--- config.mk ---
export PLATFORM = sky130hd
export DESIGN_NAME = imm_decode_buffer
export DESIGN_NICKNAME = d
export VERILOG_FILES = /design/src/rtl/imm_decode_buffer.sv
export SDC_FILE = /design/constraint.sdc
export NUM_CORES = 1
export LEC_CHECK = 0
export CORE_UTILIZATION = 35
export DETAILED_ROUTE_END_ITERATION = 10
export GPL_ROUTABILITY_DRIVEN = 1
export PLACE_DENSITY_LB_ADDON = 0.15
export SLEW_MARGIN = 20
export SYNTH_ARGS = -nofsm -noshare
export SYNTH_HDL_FRONTEND = slang
export SYNTH_SLANG_ARGS = --single-unit
--- constraint.sdc ---
create_clock -name clk -period 9.45 [get_ports clk]
set_input_delay 1.4175 -clock clk [delete_from_list [all_inputs] [get_ports clk]]
set_output_delay 1.4175 -clock clk [all_outputs]
set_load 0.05 [all_outputs]
--- src/rtl/imm_decode_buffer.sv ---
// imm_decode_buffer: decode-side pipeline buffer ahead of the sign extender.
// Accepts instructions over valid/ready, classifies each by LEGv8 format,
// extracts and extends the immediate, and holds results in a 2-entry skid
// buffer (main entry drives the outputs, skid entry absorbs one stall).
// Optional feature: define IMM_SHIFT_EN to shift B/CB immediates left by 2
// (byte offsets instead of word offsets).
module imm_decode_buffer #(
    parameter int INSTR_WIDTH = 32,
    parameter int DATA_WIDTH  = 64
) (
    input  logic                   clk,
    input  logic                   reset,
    input  logic                   flush,
    input  logic                   in_valid,
    output logic                   in_ready,
    input  logic [INSTR_WIDTH-1:0] in_instr,
    input  logic [DATA_WIDTH-1:0]  in_pc,
    output logic                   out_valid,
    input  logic                   out_ready,
    output logic [INSTR_WIDTH-1:0] out_instr,
    output logic [DATA_WIDTH-1:0]  out_pc,
    output logic [DATA_WIDTH-1:0]  out_imm,
    output logic [2:0]             out_fmt
);

    typedef enum logic [2:0] {
        FMT_R  = 3'd0,
        FMT_I  = 3'd1,
        FMT_D  = 3'd2,
        FMT_CB = 3'd3,
        FMT_B  = 3'd4
    } fmt_e;

    typedef struct packed {
        logic [INSTR_WIDTH-1:0] instr;
        logic [DATA_WIDTH-1:0]  pc;
        logic [DATA_WIDTH-1:0]  imm;
        fmt_e                   fmt;
    } entry_t;

    entry_t main_q;
    entry_t skid_q;
    entry_t in_entry;
    logic   main_valid;
    logic   skid_valid;

    logic [DATA_WIDTH-1:0] b_ext;
    logic [DATA_WIDTH-1:0] cb_ext;
    logic [DATA_WIDTH-1:0] b_imm;
    logic [DATA_WIDTH-1:0] cb_imm;
    fmt_e                  dec_fmt;
    logic [DATA_WIDTH-1:0] dec_imm;

    logic accept;
    logic main_free;
    logic main_valid_nxt;
    logic skid_valid_nxt;

    // Branch offsets are word offsets; the optional shift turns them into byte offsets.
    assign b_ext  = {{(DATA_WIDTH-26){in_instr[25]}}, in_instr[25:0]};
    assign cb_ext = {{(DATA_WIDTH-19){in_instr[23]}}, in_instr[23:5]};
`ifdef IMM_SHIFT_EN
    assign b_imm  = {b_ext[DATA_WIDTH-3:0], 2'b00};
    assign cb_imm = {cb_ext[DATA_WIDTH-3:0], 2'b00};
`else
    assign b_imm  = b_ext;
    assign cb_imm = cb_ext;
`endif

    // First-match format classification and immediate extraction.
    always_comb begin
        // NOTE: defaults first so every path assigns both outputs and no latch is inferred.
        dec_fmt = FMT_R;
        dec_imm = {{(DATA_WIDTH-6){1'b0}}, in_instr[15:10]};
        if (in_instr[30:26] == 5'b00101) begin
            dec_fmt = FMT_B;
            dec_imm = b_imm;
        end else if (in_instr[30:25] == 6'b011010 || in_instr[31:24] == 8'h54) begin
            dec_fmt = FMT_CB;
            dec_imm = cb_imm;
        end else if (in_instr[28:24] == 5'b10001) begin
            dec_fmt = FMT_I;
            dec_imm = {{(DATA_WIDTH-12){1'b0}}, in_instr[21:10]};
        end else if (in_instr[27] && !in_instr[25]) begin
            dec_fmt = FMT_D;
            dec_imm = {{(DATA_WIDTH-9){in_instr[20]}}, in_instr[20:12]};
        end
    end

    assign in_entry = '{instr: in_instr, pc: in_pc, imm: dec_imm, fmt: dec_fmt};

    // Handshake bookkeeping: main can take new data when empty or drained this cycle.
    always_comb begin
        accept    = in_valid && in_ready;
        main_free = !main_valid || out_ready;
        if (main_free) begin
            main_valid_nxt = skid_valid || accept;
            skid_valid_nxt = skid_valid && accept;
        end else begin
            main_valid_nxt = 1'b1;
            skid_valid_nxt = skid_valid || accept;
        end
    end

    // Valid bits, registered in_ready and main entry; flush overrides accept/consume.
    always_ff @(posedge clk or posedge reset) begin
        if (reset) begin
            // NOTE: non-blocking assignments for all state so every flop samples pre-edge values.
            main_valid <= 1'b0;
            skid_valid <= 1'b0;
            in_ready   <= 1'b1;
            main_q     <= '0;
        end else if (flush) begin
            main_valid <= 1'b0;
            skid_valid <= 1'b0;
            in_ready   <= 1'b1;
        end else begin
            main_valid <= main_valid_nxt;
            skid_valid <= skid_valid_nxt;
            in_ready   <= !skid_valid_nxt;
            if (main_free) begin
                if (skid_valid) begin
                    main_q <= skid_q;
                end else if (accept) begin
                    main_q <= in_entry;
                end
            end
        end
    end

    // Skid payload: loaded whenever an accepted entry cannot go straight to main.
    always_ff @(posedge clk) begin
        // NOTE: skid payload has no reset; it is never observed unless skid_valid is set.
        if (!flush && accept && (skid_valid || !main_free)) begin
            skid_q <= in_entry;
        end
    end

    assign out_valid = main_valid;
    assign out_instr = main_q.instr;
    assign out_pc    = main_q.pc;
    assign out_imm   = main_q.imm;
    assign out_fmt   = main_q.fmt;

endmodule

# Word-level counts from Yosys, hierarchy flattened
# Cells that the tools add are included.
[op_classes] n_eq_ne=4 n_mux=15 bitwise_logic=1 reduce_logical=16
[ops] cell="163-bit 2-to-1 mux" count=2
[ops] cell="64-bit 2-to-1 mux" count=4
[ops] cell="8-bit by 7-bit == test with 1-bit output (second input constant)" count=1
[ops] cell="6-bit by 5-bit == test with 1-bit output (second input constant)" count=1
[ops] cell="2-bit 2-to-1 mux" count=3
[ops] cell="5-bit by 3-bit == test with 1-bit output (second input constant)" count=1
[ops] cell="5-bit == test (second input constant)" count=1
[ops] cell="1-bit logical AND" count=5
[ops] cell="1-bit zero test" count=5
[ops] cell="1-bit 2-to-1 mux" count=5
[ops] cell="1-bit logical OR" count=4
[ops] cell="3-bit 2-to-1 mux" count=1
[ops] cell="3-bit AND reduction" count=1
[ops] cell="2-bit nonzero test" count=1
[ops] cell="1-bit inverter" count=1
[word_totals] register_bits=329 in_bits=101 out_inout_bits=165

# Depth between registers and ports, before layout
# Gate-level depths: netlist of the first run.
[logic_depth] ltp_word=8 ltp_mapped=8

# Worst setup path before layout of the first run
# Ideal clock, no wire load.
[synth_timing] kind="in2reg" startpoint="input out_ready" endpoint="register skid_q[0] (netlist name) (enable)" setup_ns=0.764 t_arrival_ns=10.126 required_ns=8.686 slack_ns=-1.440 cell_stages=3 n_path_buf=0 cell_sequence="nor2b_1 nor2_1 nor3_1"
[synth_via] elab_chain_cells=4
[synth_lines] element="start, declared" line_no="19" source="input logic out_ready,"
[synth_lines] element="1-bit logical OR" line_no="95" source="main_free = !main_valid || out_ready;"
[synth_lines] element="1-bit zero test" line_no="134" source="if (!flush && accept && (skid_valid || !main_free)) begin"
[synth_lines] element="1-bit logical OR" line_no="134"
[synth_lines] element="1-bit logical AND" line_no="134"
[synth_lines] element="end signal, assigned" line_no="135" source="skid_q <= in_entry;"
[synth_lines] element="end, declared" line_no="42" source="entry_t skid_q;"
# Every way passes these cells.
# A chain may end at the register's enable or synchronous reset.

==> results of run 1 <==
[metal layers]
| metal | up-vias | track usage, % |
|---|---|---|
| met4 | 0 | 5.29 |
| met5 | - | 0 |
| met2 | 220 | 26.3 |
| met1 | 3534 | 24.8 |
| met3 | 45 | 3.62 |
| li1 | 3501 | - |
[state kept, by name, indices dropped and copies added, names as in the netlist]
name        flops
out_imm        26
in_ready        1
out_instr      32
skid_valid      1
skid_q        125
out_pc         64
out_valid       1
out_fmt         3
[final cells by class]
cell class	count	share of cell area [%]
Clock buffer	44	5.90
Clock inverter	9	0.702
Inverter	6	0.193
Multi-Input combinational cell	517	21.8
Sequential cell	253	48.8
Tap cell	390	3.42
Timing Repair Buffer	274	19.2
[logic make-up (layout without fill, tap and decap cells)]
logic type,after synthesis,count (layout),synth area share [%]
buffers and inverters,99,333,5.34
multiplexers,96,96,9.05
flip-flops,253,253,65.5
adder cells (fa/ha/maj),1,1,0.0943
AND/OR/NAND/NOR,236,236,9.74
AO/OA/AOI/OAI,184,184,10.3
[through the flow]
step                      std cells  power, mW  worst slack (ps)
after floorplan                 869       1.93              2400
after detailed placement       1439       2.24              5060
after global placement         1439       2.24              5070
final                          1493       3.32              5560
after CTS                      1492       3.36              5480
after global routing           1493       3.46              5360
[cell usage in the layout, fill, tap and decap left out, types with 7 or more instances in the layout]
master	synthesis	layout
sky130_fd_sc_hd__a21o_1	16	16
sky130_fd_sc_hd__a21oi_1	12	12
sky130_fd_sc_hd__a221oi_1	7	7
sky130_fd_sc_hd__a22o_1	7	7
sky130_fd_sc_hd__buf_4	39	8
sky130_fd_sc_hd__clkbuf_1	21	9
sky130_fd_sc_hd__clkbuf_16	0	29
sky130_fd_sc_hd__clkdlybuf4s50_1	0	265
sky130_fd_sc_hd__dfrtp_1	127	126
sky130_fd_sc_hd__edfxtp_1	125	125
sky130_fd_sc_hd__mux2i_1	96	96
sky130_fd_sc_hd__nand2_1	166	166
sky130_fd_sc_hd__nand3_1	21	21
sky130_fd_sc_hd__nor2_1	19	19
sky130_fd_sc_hd__o21ai_0	80	80
sky130_fd_sc_hd__o21ai_1	42	42
sky130_fd_sc_hd__o31ai_1	10	10
[power by group]
group / switching [mW] / leakage, nW / internal [mW]
combinational: 0.599 / 2.31 / 0.288
clock: 0.437 / 0.461 / 0.665
sequential: 0.0615 / 2.75 / 1.26
total: 1.10 / 5.52 / 2.22
[worst max path at each step]
stage | startpoint | end | slack, ps | cells after the start
after global routing | out_imm[62] | out_imm[52] | 5360 | 1
after detailed placement | out_ready | skid_q[134] | 5060 | 6
after global placement | out_ready | skid_q[136] | 5070 | 6
after CTS | out_imm[62] | out_imm[50] | 5480 | 1
after floorplan | out_ready | skid_q[0] | 2400 | 3
final | out_imm[62] | out_imm[50] | 5560 | 1
==> impl_metrics.csv, run 1 <==
group,metric,value,unit
placement,port_buffers,265,
timing,report.final.hold_viol_count,0,
timing,final.period_utilization,41.1,%
critical_path,critical_path_arrival,2470,ps
critical_path,end_kind,"primary output",
yosys,synth_enable_flop_cells,125,
routing,detail_route.iter0.violations,415,
floorplan,die_height,176,um
clock_network,clk_transition_reported_paths,60,ps
yosys,synth_seq_cells,253,
critical_path,critical_path.max_fanout,40,
timing,min_period,3890,ps
final_layout,post-route-cell-area,0.0143,mm2
clock_network,postCtsHoldBufs,0,
yosys,most_used_standard_cell_by_instance_count_after_synthesis,"sky130_fd_sc_hd__nand2_1",
timing,setup_violations,0,
clock_network,cts_buffer_depth,3,
yosys,seq_area_frac_synth,65.5,%
global_routing,antenna_found_initial,0,
routing,post_drt_wl_per_cell,17.9,um
critical_path,critPathSlowestCell,"sky130_fd_sc_hd__dfrtp_1",
final_layout,final_core_util,48.0,%
routing,wl_met1,12400,um
timing,fin_tns_setup,0,ps
timing,relSlewSlack,36.6,%
floorplan,starting_density_of_the_core,35.7,%
power,power.static_leakage,5.52,nW
yosys,yosys.cell_types.count,42,
yosys,syn-num-nets,970,
critical_path,critical_path_class,"register to primary output",
global_routing,grt_start_max_net_pins,91,
critical_path,worst_r2r_path_depth,5,
critical_path,max_stage_delay,960,ps
routing,wl_met3,1770,um
power,ir_drop,0.000121,V
placement,globalplace.congestion,0.763,
floorplan,io-pin-count,266,
worst_hold_path,hold_path_end,"out_pc[35]",
floorplan,rows,63,
timing,rsz0062_at_grt,"false",
clock_network,post_cts.resized_instances,0,
critical_path,worstSetupStartpointType,"register",
clock_network,cts_htree_levels,1,
yosys,post_synthesis_instance_area,0.0106,mm2
routing,post_drt_via_cell_ratio,4.89,
yosys,synth_cells,869,
final_layout,fillerInstances,2673,
final_layout,areaGrowthSynthToFinish,34.4,%
routing,detail_route.first_pass.iterations,5,
yosys,synth_warnings,0,
routing,vias,7300,
critical_path,timing.reg2reg.setup_slack,6390,ps
yosys,post-synth-top-area-fraction,35.3,%
final_layout,antenna_cells,0,
placement,placed_cell_area,0.0133,mm2
routing,dr.max_layer_used,"met4",
critical_path,cp_top_family,"flip-flops",
timing,worst_margin_pin_slew,951,ps
flow_run,cap_violations,0,
yosys,post-synth-top-area-cell,"sky130_fd_sc_hd__edfxtp_1",
global_routing,grtUsageTotal,17.3,%
clock_network,clock_tree.root_cell,"sky130_fd_sc_hd__clkbuf_16",
worst_hold_path,holdCritStartpoint,"out_pc[35]",
yosys,synth_area_leaders,"sky130_fd_sc_hd__edfxtp_1 (35%), sky130_fd_sc_hd__dfrtp_1 (30%), sky130_fd_sc_hd__mux2i_1 (9.0%)",
timing,worst_clock_skew,7.46,ps
critical_path,timing.rr.start,"skid_valid",
clock_network,cts_post_setup_buffers_inserted,0,
timing,worst_hold_margin,472,ps
global_routing,global_route_wire_length_before_repair,41800,um
run_status,outcome,"finished, final reports clean",
routing,met2_routed_wirelength,11900,um
final_layout,fin_nets,1182,
worst_hold_path,holdCritPathClass,"register to register",
final_layout,area_of_the_multi_input_gates,0.00312,mm2
critical_path,crit_buf_inv,1,
clock_network,cts_buffers,29,
final_layout,final_layout_size_suffix_gt1_share,6.35,%
final_layout,layout.area.seq,0.00696,mm2
clock_network,clock_tree_sinks,253,
yosys,synthArstFlopShare,50.6,%
floorplan,dieArea,0.0310,mm2
worst_hold_path,hold-path-cell-count,2,
yosys,avgSynthCellArea,12.2,um2
power,pwr_density_cell,232,mW/mm2
global_routing,overflow,0,
yosys,netlist_top_cells_count,"sky130_fd_sc_hd__nand2_1 (166), sky130_fd_sc_hd__dfrtp_1 (127), sky130_fd_sc_hd__edfxtp_1 (125)",
critical_path,worstPathCellList,"clkdlybuf4s50_1",
critical_path,cp.required,8030,ps
placement,dp_hpwl,17400,um
timing,final-max-slew-violation-count,0,
yosys,synth_top_flop_cell,"sky130_fd_sc_hd__dfrtp_1",
clock_network,cts_tree,"done",
floorplan,die_width,176,um
global_routing,grt_pass1_vias,7133,
routing,post-route-drc-count,0,
routing,drt.antenna.violating_nets,0,
clock_network,clk_latency_worst_skew_pair,540,ps
floorplan,floorplan.core_area,0.0297,mm2
timing,max_clock_freq,257,MHz
routing,totalWireLength,26700,um
critical_path,worst_r2r_endpoint,"skid_q[128]",
Power figures use the tool's default switching activity.
==> run 2: changes to the inputs <==
==> constraint.sdc (replaced) <==
create_clock -name clk -period 3.64 [get_ports clk]
set_input_delay 0.546 -clock clk [delete_from_list [all_inputs] [get_ports clk]]
set_output_delay 0.546 -clock clk [all_outputs]
set_load 0.05 [all_outputs]
==> run 2 against run 1 <==
Clock-buffer cell count down 4. Sequential share of layout area shrank 0.51 points. Die area unchanged. Highest routed layer unchanged.
==> impl_metrics.csv, run 2 (same netlist as run 1, synthesis figures left out) <==
group,metric,value,unit
critical_path,critical_path_arrival,2180,ps
timing,setup_violations,0,
clock_network,post_cts.resized_instances,0,
global_routing,grt_pass1_vias,7105,
global_routing,antenna_found_initial,0,
global_routing,overflow,0,
clock_network,cts_buffer_depth,3,
floorplan,dieArea,0.0310,mm2
timing,worst_clock_skew,6.08,ps
floorplan,die_width,176,um
critical_path,worst_r2r_path_depth,5,
final_layout,fillerInstances,2676,
critical_path,max_stage_delay,910,ps
final_layout,layout.area.seq,0.00696,mm2
placement,port_buffers,265,
routing,detail_route.first_pass.iterations,5,
final_layout,areaGrowthSynthToFinish,35.8,%
routing,detail_route.iter0.violations,511,
timing,final.period_utilization,74.9,%
global_routing,global_route_wire_length_before_repair,42500,um
critical_path,critical_path_class,"register to primary output",
power,ir_drop,0.000336,V
clock_network,clk_latency_worst_skew_pair,530,ps
clock_network,clock_tree_sinks,253,
critical_path,worstPathCellList,"clkdlybuf4s50_1",
placement,globalplace.congestion,0.757,
run_status,outcome,"finished, final reports clean",
routing,vias,7300,
worst_hold_path,holdCritPathClass,"primary input to async pin",
critical_path,worst_r2r_endpoint,"out_imm[6]",
placement,placed_cell_area,0.0135,mm2
routing,post-route-drc-count,0,
power,pwr_density_cell,602,mW/mm2
critical_path,timing.rr.start,"skid_valid",
routing,totalWireLength,27400,um
critical_path,crit_buf_inv,1,
timing,relSlewSlack,37.9,%
clock_network,clock_tree.root_cell,"sky130_fd_sc_hd__clkbuf_16",
timing,min_period,2730,ps
final_layout,highest_count_cells_in_the_layout_ignoring_fill_and_taps,"sky130_fd_sc_hd__clkdlybuf4s50_1 (265), sky130_fd_sc_hd__nand2_1 (165), sky130_fd_sc_hd__edfxtp_1 (125), sky130_fd_sc_hd__dfrtp_1 (124), sky130_fd_sc_hd__mux2i_1 (96)",
routing,post_drt_via_cell_ratio,4.87,
floorplan,io-pin-count,266,
clock_network,postCtsHoldBufs,0,
timing,rsz0062_at_grt,"false",
global_routing,grtUsageTotal,17.6,%
timing,worst_hold_margin,342,ps
critical_path,critPathSlowestCell,"sky130_fd_sc_hd__clkdlybuf4s50_1",
critical_path,cp.required,3090,ps
final_layout,largest_register_ffs,125,
timing,final-max-slew-violation-count,0,
power,power.static_leakage,5.59,nW
floorplan,die_height,176,um
final_layout,antenna_cells,0,
floorplan,floorplan.core_area,0.0297,mm2
clock_network,cts_buffers,29,
flow_run,cap_violations,0,
final_layout,post-route-cell-area,0.0144,mm2
timing,report.final.hold_viol_count,0,
clock_network,cts_htree_levels,1,
global_routing,grt_start_max_net_pins,129,
final_layout,mostFrequentLayoutCell,"sky130_fd_sc_hd__clkdlybuf4s50_1",
timing,worst_margin_pin_slew,932,ps
critical_path,critical_path.max_fanout,40,
floorplan,starting_density_of_the_core,35.7,%
clock_network,clk_transition_reported_paths,60,ps
routing,drt.antenna.violating_nets,0,
critical_path,end_kind,"primary output",
clock_network,cts_post_setup_buffers_inserted,0,
critical_path,worstSetupStartpointType,"register",
placement,dp_hpwl,17800,um
final_layout,final_layout_size_suffix_gt1_share,7.48,%
floorplan,rows,63,
timing,max_clock_freq,367,MHz
final_layout,fin_nets,1189,
routing,post_drt_wl_per_cell,18.3,um
clock_network,cts_tree,"done",
final_layout,regMostFlops,"skid_q",
final_layout,area_of_the_multi_input_gates,0.00313,mm2
critical_path,cp_top_family,"buffers and inverters",
critical_path,timing.reg2reg.setup_slack,1300,ps
power,power.total,8.68,mW
[run 2: per-stage QoR]
step	setup TNS, ps	instances	utilization (%)	worst slack [ps]
2_1_floorplan	-78570	869	-	-629
3_3_place_gp	0	1447	45.3	893
3_5_place_dp	0	1447	45.3	796
4_1_cts	0	1500	48.5	488
5_1_grt	0	1500	48.5	777
6_report	0	1500	48.5	914
[run 2: where the power goes]
part,total [mW],switching (mW),internal (mW)
Clock,2.91,1.14,1.77
Combinational,2.33,1.57,0.760
Sequential,3.44,0.155,3.28
Total,8.68,2.87,5.81
[run 2: per-layer routing]
metal	GRT usage, %	wire (um)	part of all wire [%]
met5	0	0	0
met4	4.20	452	1.6
met2	27.8	12700	46
met3	3.45	1910	7.0
met1	24.9	12300	45
[run 2: layout make-up]
| cell class | instances | share of cell area [%] |
|---|---|---|
| sequential | 253 | 48.3 |
| timing repair buffer | 281 | 19.8 |
| tap | 390 | 3.38 |
| clock buffer | 40 | 5.66 |
| inverter | 6 | 0.182 |
| multi-input combinational | 517 | 21.7 |
| clock inverter | 13 | 0.980 |
[run 2: how the worst max path moves through the flow]
stage | start | end | slack [ps] | cells past startpoint
2_1_floorplan | in_ready | skid_q[0] | -630 | 2
3_3_place_gp | in_instr[27] | out_imm[7] | 890 | 7
3_5_place_dp | in_instr[27] | out_imm[7] | 800 | 7
4_1_cts | out_imm[62] | out_imm[38] | 490 | 1
5_1_grt | out_imm[62] | out_imm[34] | 780 | 1
6_report | out_imm[62] | out_imm[31] | 910 | 1
==> run 3: changes to the inputs <==
==> constraint.sdc (replaced) <==
create_clock -name clk -period 2.3 [get_ports clk]
set_input_delay 0.345 -clock clk [delete_from_list [all_inputs] [get_ports clk]]
set_output_delay 0.345 -clock clk [all_outputs]
set_load 0.05 [all_outputs]
==> run 3 against run 2 <==
Sequential power rose by 58%. Register-to-register slack worse by 840 ps. Final cell count rose by 2.1%. Global-route usage increased by 0.25 points. Critical path depth unchanged. Worst hold slack worse by 47 ps. Total power rose by 59%.
==> impl_metrics.csv, run 3 (same netlist as run 1, synthesis figures left out) <==
group,metric,value,unit
timing,setup_ws,147,ps
global_routing,global_route_wire_length_before_repair,43100,um
final_layout,finish.cell_count_without_fillers,1531,
critical_path,critPathSlowestCell,"sky130_fd_sc_hd__clkdlybuf4s50_1",
routing,totalWireLength,27900,um
routing,vias,7420,
critical_path,critical_path.max_fanout,2,
timing,final.period_utilization,93.6,%
placement,port_buffers,265,
critical_path,critical_path_arrival,1810,ps
timing,report.final.hold_viol_count,0,
floorplan,starting_density_of_the_core,35.7,%
flow_run,cap_violations,0,
floorplan,io-pin-count,266,
final_layout,regMostFlops,"skid_q",
routing,detail_route.first_pass.iterations,7,
final_layout,areaGrowthSynthToFinish,42.4,%
floorplan,die_width,176,um
clock_network,cts_buffer_depth,3,
global_routing,grt_start_max_net_pins,87,
routing,post-route-drc-count,0,
clock_network,clock_tree.root_cell,"sky130_fd_sc_hd__clkbuf_16",
global_routing,grt_pass1_vias,7265,
final_layout,final_layout_size_suffix_gt1_share,12.9,%
floorplan,rows,63,
critical_path,worst_r2r_endpoint,"out_pc[35]",
routing,detail_route.iter0.violations,436,
worst_hold_path,holdCritPathClass,"primary input to async pin",
timing,worst_clock_skew,17.4,ps
power,power.static_leakage,5.95,nW
timing,worst_margin_pin_slew,647,ps
global_routing,overflow,0,
clock_network,clock_tree_sinks,253,
critical_path,max_stage_delay,910,ps
critical_path,cp.required,1960,ps
placement,dp_hpwl,19000,um
critical_path,timing.rr.start,"skid_valid",
timing,max_clock_freq,464,MHz
final_layout,final_core_util,50.9,%
global_routing,antenna_found_initial,0,
placement,placed_cell_area,0.0142,mm2
timing,final-max-slew-violation-count,0,
floorplan,die_height,176,um
critical_path,end_kind,"primary output",
final_layout,highest_count_cells_in_the_layout_ignoring_fill_and_taps,"sky130_fd_sc_hd__clkdlybuf4s50_1 (225), sky130_fd_sc_hd__nand2_1 (165), sky130_fd_sc_hd__dfrtp_1 (125), sky130_fd_sc_hd__edfxtp_1 (125), sky130_fd_sc_hd__mux2i_1 (96)",
clock_network,cts_buffers,28,
critical_path,worstPathCellList,"clkdlybuf4s50_1",
routing,post_drt_via_cell_ratio,4.85,
timing,min_period,2150,ps
timing,worst_hold_margin,295,ps
final_layout,mostFrequentLayoutCell,"sky130_fd_sc_hd__clkdlybuf4s50_1",
critical_path,worstSetupStartpointType,"register",
timing,setup_violations,0,
routing,post_drt_wl_per_cell,18.2,um
timing,rsz0062_at_grt,"false",
global_routing,grtUsageTotal,17.9,%
clock_network,cts_post_setup_buffers_inserted,0,
final_layout,post-route-cell-area,0.0151,mm2
timing,relSlewSlack,56.8,%
critical_path,worst_r2r_path_depth,4,
clock_network,cts_tree,"done",
clock_network,cts_htree_levels,1,
final_layout,antenna_cells,0,
floorplan,dieArea,0.0310,mm2
clock_network,clk_transition_reported_paths,60,ps
final_layout,largest_register_ffs,125,
critical_path,setup.worst_path.start,"out_fmt[1]",
floorplan,floorplan.core_area,0.0297,mm2
critical_path,crit_buf_inv,1,
run_status,outcome,"finished, final reports clean",
final_layout,fin_nets,1220,
power,ir_drop,0.000506,V
critical_path,cp_top_family,"buffers and inverters",
critical_path,timing.reg2reg.setup_slack,460,ps
critical_path,critical_path_class,"register to primary output",
clock_network,postCtsHoldBufs,0,
routing,drt.antenna.violating_nets,0,
clock_network,post_cts.resized_instances,0,
power,pwr_density_cell,916,mW/mm2
placement,dp_worst_setup_slack,19.0,ps
placement,globalplace.congestion,0.794,
placement,placedCellCount,1479,
clock_network,clk_latency_worst_skew_pair,550,ps
## run 3: worst max-delay path by stage
| stage | endpoint | slack (ps) | cells after the start |
|---|---|---|---|
| after floorplan | skid_q[0] | -1970 | 2 |
| after global placement | out_imm[15] | 30 | 6 |
| after detailed placement | out_imm[3] | 20 | 6 |
| after CTS | in_ready | 10 | 1 |
| after global routing | out_imm[15] | 100 | 1 |
| final | out_fmt[1] | 150 | 1 |
## run 3: where the power goes
group | total [mW] | internal [mW] | switching, mW | leakage (nW)
Sequential | 5.43 | 5.20 | 0.235 | 2.75
Combinational | 4.01 | 1.45 | 2.56 | 2.75
Clock | 4.41 | 2.65 | 1.76 | 0.445
## run 3: stage by stage
stage / TNS, ps / power (mW)
final: 0 / 13.8
after CTS: 0 / 14.0
after global routing: 0 / 14.4
after floorplan: -246070 / 7.91
after global placement: 0 / 9.55
after detailed placement: 0 / 9.57
## run 3: cell type report
| cell class | count | area (um2) |
|---|---|---|
| Sequential cell | 253 | 6960 |
| Fill cell | 2661 | 14600 |
| Tap cell | 390 | 488 |
| Timing Repair Buffer | 313 | 3610 |
| Clock inverter | 4 | 43.8 |
| Multi-Input combinational cell | 517 | 3130 |
| Inverter | 6 | 26.3 |
| Clock buffer | 48 | 867 |
## run 3: per-layer routing
metal  GRT usage, %  vias up  part of all wire (%)
met3           4.29       35                   7.2
met1           24.7     3572                    46
met4           3.95        0                   1.5
li1               -     3583                     -
met2           28.3      230                    45
met5              0        -                     0
